--- config.mk ---
export PLATFORM = sky130hd
export DESIGN_NAME = dtree_seq_engine
export DESIGN_NICKNAME = d
export VERILOG_FILES = /design/src/rtl/dtree_seq_engine.sv
export SDC_FILE = /design/constraint.sdc
export NUM_CORES = 2
export LEC_CHECK = 0
export CAP_MARGIN = 20
export CORE_UTILIZATION = 31
export DETAILED_ROUTE_END_ITERATION = 16
export GPL_ROUTABILITY_DRIVEN = 0
export PLACE_DENSITY = 0.5
export SYNTH_ARGS = -nofsm -noshare
export SYNTH_HDL_FRONTEND = slang
export SYNTH_SLANG_ARGS = --single-unit
--- constraint.sdc ---
create_clock -name clk -period 7.7 [get_ports clk]
set_clock_uncertainty 0.2 [all_clocks]
set_input_delay 1.54 -clock clk [delete_from_list [all_inputs] [get_ports clk]]
set_output_delay 1.54 -clock clk [all_outputs]
set_load 0.02 [all_outputs]
--- src/rtl/dtree_seq_engine.sv ---
// Sequential decision-tree classifier: buffers a feature vector, then walks a
// programmable node table one node per cycle through a single shared comparator.
module dtree_seq_engine #(
    parameter int unsigned N_FEAT    = 64,
    parameter int unsigned NODES     = 64,
    parameter int unsigned FIDX_W    = 6,
    parameter int unsigned CLASS_W   = 5,
    parameter int unsigned MAX_DEPTH = 16,
    localparam int unsigned NODE_AW  = (NODES > 1) ? $clog2(NODES) : 1,
    localparam int unsigned NODE_W   = 1 + FIDX_W + 3 + 8 + 2 * NODE_AW
) (
    input  logic               clk,
    input  logic               rst,
    input  logic               cfg_we,
    input  logic [NODE_AW-1:0] cfg_addr,
    input  logic [NODE_W-1:0]  cfg_wdata,
    input  logic               in_valid,
    output logic               in_ready,
    input  logic [7:0]         in_data,
    output logic               out_valid,
    input  logic               out_ready,
    output logic [CLASS_W-1:0] out_class,
    output logic               out_err,
    output logic               busy
);

    localparam int unsigned CNT_W   = (N_FEAT > 1) ? $clog2(N_FEAT) : 1;
    localparam int unsigned DEPTH_W = $clog2(MAX_DEPTH + 1);

    typedef enum logic [1:0] {LOAD, WALK, DONE} state_t;

    typedef struct packed {
        logic               leaf;
        logic [FIDX_W-1:0]  fidx;
        logic [2:0]         shift;
        logic [7:0]         thr;
        logic [NODE_AW-1:0] left;
        logic [NODE_AW-1:0] right;
    } node_t;

    node_t              table_q [NODES];
    logic [7:0]         feat    [N_FEAT];

    state_t             state, state_nx;
    logic [CNT_W-1:0]   cnt, cnt_nx;
    logic [NODE_AW-1:0] ptr, ptr_nx;
    logic [DEPTH_W-1:0] depth, depth_nx;
    logic [CLASS_W-1:0] class_nx;
    logic               err_nx;
    logic               busy_nx;
    logic               in_fire;
    node_t              cur;
    logic [7:0]         fsel;
    logic [7:0]         v;

    assign in_fire = in_valid & in_ready;
    assign cur     = table_q[ptr];

    // Feature select; an index beyond the buffer naturally reads as zero.
    always_comb begin
        fsel = '0;
        for (int i = 0; i < N_FEAT; i++) begin
            if (cur.fidx == FIDX_W'(i)) fsel = feat[i];
        end
        v = fsel >> cur.shift;
    end

    always_comb begin
        state_nx = state;
        cnt_nx   = cnt;
        ptr_nx   = ptr;
        depth_nx = depth;
        class_nx = out_class;
        err_nx   = out_err;
        case (state)
            LOAD: begin
                if (in_fire) begin
                    if (cnt == CNT_W'(N_FEAT - 1)) begin
                        cnt_nx   = '0;
                        ptr_nx   = '0;
                        depth_nx = '0;
                        state_nx = WALK;
                    end else begin
                        cnt_nx = cnt + CNT_W'(1);
                    end
                end
            end
            WALK: begin
                if (cur.leaf) begin
                    class_nx = CLASS_W'(cur);
                    err_nx   = 1'b0;
                    state_nx = DONE;
                end else if (depth == DEPTH_W'(MAX_DEPTH)) begin
                    class_nx = '0;
                    err_nx   = 1'b1;
                    state_nx = DONE;
                end else begin
                    ptr_nx   = (v <= cur.thr) ? cur.left : cur.right;
                    depth_nx = depth + DEPTH_W'(1);
                end
            end
            DONE: begin
                if (out_ready) state_nx = LOAD;
            end
            default: state_nx = LOAD;
        endcase
        busy_nx = (state_nx != LOAD) || (cnt_nx != '0);
    end

    // Handshake and status outputs are registered from the next-state decode.
    always_ff @(posedge clk) begin
        if (rst) begin
            state     <= LOAD;
            cnt       <= '0;
            ptr       <= '0;
            depth     <= '0;
            out_class <= '0;
            out_err   <= 1'b0;
            in_ready  <= 1'b1;
            out_valid <= 1'b0;
            busy      <= 1'b0;
        end else begin
            state     <= state_nx;
            cnt       <= cnt_nx;
            ptr       <= ptr_nx;
            depth     <= depth_nx;
            out_class <= class_nx;
            out_err   <= err_nx;
            in_ready  <= (state_nx == LOAD);
            out_valid <= (state_nx == DONE);
            busy      <= busy_nx;
        end
    end

    always_ff @(posedge clk) begin
        if (rst) begin
            for (int i = 0; i < NODES; i++) table_q[i] <= '0;
        end else if (cfg_we && !busy) begin
            table_q[cfg_addr] <= node_t'(cfg_wdata);
        end
    end

    // Feature buffer is intentionally unreset; each full load overwrites it.
    always_ff @(posedge clk) begin
        if (in_fire) begin
            for (int i = 0; i < N_FEAT; i++) begin
                if (cnt == CNT_W'(i)) feat[i] <= in_data;
            end
        end
    end

endmodule

### After elaboration in Yosys (flattened, before gate mapping)

Memory sizes are Yosys's and may differ from the RTL's. A register that Yosys moved wholly into a read port is not among the register bits.
Cells that the tools add are included.
Widths: inputs -> output; s select.

* register bits after elaboration: 28
* RAM bits: 2432
* input bits: 49
* word-level logic and storage cells: 706
* memories: 2

Memories
* table_q: depth 64, width 30, rd ports 1, clocked after memory_dff 1, wr ports 64, line 41 `node_t table_q [NODES];`
* feat: depth 64, width 8, rd ports 64, clocked after memory_dff 0, wr ports 1, line 42 `logic [7:0] feat [N_FEAT];`

* add/subtract/negate cells: 2
* magnitude comparators: 1
* equality and inequality tests: 134
* shift-type cells: 1
* mux-type cells: 479
* bitwise operators: 1
* reduce and logical (&&, ||, !) cells: 77

Operator list (number)
* $mux 8: 127
* $reduce_or 8->1: 63
* $mux 6: 74
* $eq 6x6->1 const B: 64
* $mux 1: 263
* $eq 6x5->1 const B: 32
* $eq 6x4->1 const B: 16
* $eq 6x3->1 const B: 8
* $mux 30: 1
* $mux 5: 6
* $reduce_or 30->1: 1
* $eq 6x2->1 const B: 4
* $eq 6x1->1 const B: 2
* $logic_not 6->1: 2
* $pmux 6 s2: 1
* $mux 2: 5
* $pmux 5 s2: 1
* $le 8x8->1: 1
* $ne 2x2->1 const B: 4
* $shr 8x3->8: 1
* $add 6x1->6 const B: 1
* $pmux 2 s3: 1
* $reduce_bool 2->1: 3
* $reduce_bool 6->1: 1
* other kinds (11): 13

### Logic depth before layout (Yosys ltp)

* word-level depth: 73
* depth in mapped cells: 37

### Least setup slack after synthesis

OpenSTA, ideal clock, no wires.

* kind: register to register
* from: register with a tool-made name
* to: register with a tool-made name
* library setup time: 0.136 ns
* arrival: 6.234 ns
* setup slack: 1.130 ns
* cell stages (with the launch flop): 28
* buffers on the path: 12
* clock period less this slack: 6.570 ns
* path through: dfxtp_1 -> buf_6 -> buf_8 -> buf_8 -> buf_12 -> buf_6 -> buf_12 -> buf_2 -> buf_4 -> buf_2 -> buf_2 -> buf_2 -> buf_1 -> mux4_2 -> mux4_2 -> mux4_2 -> inv_1 -> ha_1 -> nor2b_1 -> o21a_1 -> o21ai_0 -> nand2b_1 -> a21oi_1 -> o21ai_0 -> o21ai_1 -> mux2_2 -> nand2_1 -> a21oi_1

==> out/results.ini <==
[floorplan]
ios = 58
die_y_um = 604
die_area_um2 = 364000
die_w_um = 604
start_util_pct = 31.2
rows = 220
core_um2 = 360000

[detailed_routing]
drt_iter0_markers = 8322
dr_total_vias = 67200
drt_pre_antenna_iters = 5
ant_nets = 0
wirelength_mm = 394
via_per_inst = 5.35
avgRoutedWirePerCell_um = 31.3
drc = 0

[layout]
ff_latch_area_um2 = 73700
syn_to_final_growth_pct = 16.2
layout-drive-gt1-share_pct = 24.0
final_nets = 7619
num-fill-cells = 33700
utilization_pct = 36.3
multi_input_area_um2 = 35800

[grt]
gr-usage-all-layers_pct = 21.1
overflow = 0
antenna_found_initial = 36
first_global_vias = 67500
grt_pass1_wl_mm = 543
grt_max_degree = 126

[worst_setup_path]
end_kind = register
cp.arrival_ps = 8140
crit_type = register to register
path_max_fanout = 11
slowest_stage = a221o_2
start_kind = register
reg2reg_slack_ps = 80
worst_path_most_repeated_cell = buf_4
critPathRequiredTime_ps = 8220
max_stage_delay_ps = 530

[logic_synthesis]
synth_cell_types = 109
yosysMostFrequentCell = edfxtp_1
syn_inst = 7315
synth_seq_cells = 2466
syn_nets = 7378
synthTopCellsByArea = edfxtp_1, mux4_2, and2_1
syn_area_per_cell_um2 = 15.3
synth_top_cell_area_share_pct = 65.1
seq_area_frac_synth_pct = 65.7
ys_warn_count = 0
syn-cell-area_um2 = 112000
synth_enable_flop_cells = 2432
synth_ff_type = edfxtp_1
synth_top_area_cell = edfxtp_1
synth_common_cells = edfxtp_1, and2_1, mux4_2
async_reset_ff_share_pct = 0

[cts]
cts_hold_buffers = 0
cts_tree = built
clock_latency_ps = 920
clock_sinks = 2466
cts_buffers = 285
cts_buffer_depth = 4
ctsRootBufferMaster = clkbuf_16
path_clk_slew_ps = 60
htreeDepth = 5

[power_and_ir_drop]
vdd_ir_drop_max_mv = 0.153
p_per_area_nw_per_um2 = 231
leakagePower_uw = 0.0444

[min_path]
min_path_type = register to register

[run_status]
status = finished clean

[sta]
finalWorstSetupSlack_ps = 82.0
max_freq_mhz = 131
relSlewSlack_pct = 21.3
finalSetupViolations = 0
min_period_ps = 7620
tightest_slew_ps = 1180
drv_slew = 0
finalHoldViolCount = 0
period_share_pct = 98.9

[place]
dp_slack_ps = -179
portBuffers = 57
dp_hpwl_mm = 238

[flow_run]
max-cap-violations = 0

==> worst max-delay path: cells and delay by family, from the launching register on <==
family	cells	cell delay (ps)
compound gates	16	3410
mux	3	1160
flops	1	440
fa+ha+maj	1	290
simple gates	5	470
buf+inv	8	1420
==> routing by layer <==
metal  part of all wire [%]  vias to the layer above  GRT usage [%]
li1                       -                    28000              -
met1                     41                    35500           28.0
met2                     48                     3070           35.0
met3                    7.4                      655           3.45
met4                    4.0                       14           7.59
met5                  0.023                        -              0
==> per-stage QoR <==
stage / instance area [um2] / hold WS (ps) / instances / total power [uW] / TNS (ps)
global placement: 121000 / 283 / 12000 / 17000 / -7260
finish: 130000 / 290 / 12600 / 30100 / 0
global route: 130000 / 323 / 12600 / 30800 / -122
floorplan: 112000 / 260 / 7315 / 16200 / 0
detailed placement: 121000 / 286 / 12000 / 17000 / -1970
CTS: 130000 / 289 / 12500 / 30300 / 0
==> cell families (layout without fill, tap and decap cells) <==
logic type               count (synthesis)  count (layout)  share of synthesized area, %
AO/OA/AOI/OAI                          622             622                          4.03
AND/OR/NAND/NOR                       2779            2779                          14.5
other                                    0              12                             0
adder cells (fa/ha/maj)                 14              14                         0.156
buffers and inverters                  728            1191                          2.87
flip-flops                            2466            2466                          65.7
multiplexers                           700             700                          12.7
XOR/XNOR                                 6               6                        0.0468
==> repair_timing <==
item,in CTS,in global routing
endpoints found under the setup margin,12,12
pin swaps,0,10
gates resized for setup,9,56
buffers inserted,2,14
gates cloned,1,4
==> cell type report <==
class	instances	area share, %
antenna	12	0.0230
timing repair buffer	655	4.47
clock buffer	362	5.83
multi-input combinational	4121	27.5
tap	4773	4.58
sequential	2466	56.5
clock inverter	147	1.04
inverter	27	0.0777
==> registers in the layout, indices dropped and copies added, names as in the netlist, 2 cells and up, named ones only <==
signal / flops
ptr: 6
cnt: 6
state: 2
out_class: 5
feat: 512
table_q: 1920
depth: 5
==> where the power goes <==
part	leakage [uW]	internal (uW)	switching [uW]
Clock	0.00438	7650	5690
Combinational	0.0157	438	1070
Sequential	0.0243	15100	114
Total	0.0444	23200	6880
==> layout by cell type (no fill, tap or decap), types with 17 or more instances in the layout <==
master	netlist	routed
clkdlybuf4s50_1	0	18
nor4_1	28	25
bufinv_16	0	19
buf_4	33	531
nand2_1	200	198
a22oi_1	39	37
o2111ai_1	17	17
mux4_2	571	571
clkbuf_1	474	67
a211oi_1	26	23
buf_12	4	59
nand3_1	77	75
dfxtp_1	34	29
buf_2	67	32
o211ai_1	26	26
o221ai_1	18	17
and2_1	1934	1933
nor2_1	243	178
o22ai_1	37	36
mux2_2	35	35
inv_1	27	26
nor2_2	4	63
or2_2	66	66
mux2i_1	89	84
a21oi_1	113	113
clkinv_1	0	55
edfxtp_1	2432	2432
clkbuf_16	0	296
o21ai_0	100	96
nand4_1	33	33
nor3_1	63	59
clkinv_2	0	48
a31oi_1	21	21
==> final timing paths <==
check            from       end  cells past startpoint
max          register  register                     33
min            ptr[4]  register                      2
max reg2reg  register  register                     33
min reg2reg    ptr[4]  register                      2
(Power assumes the default switching activity.)
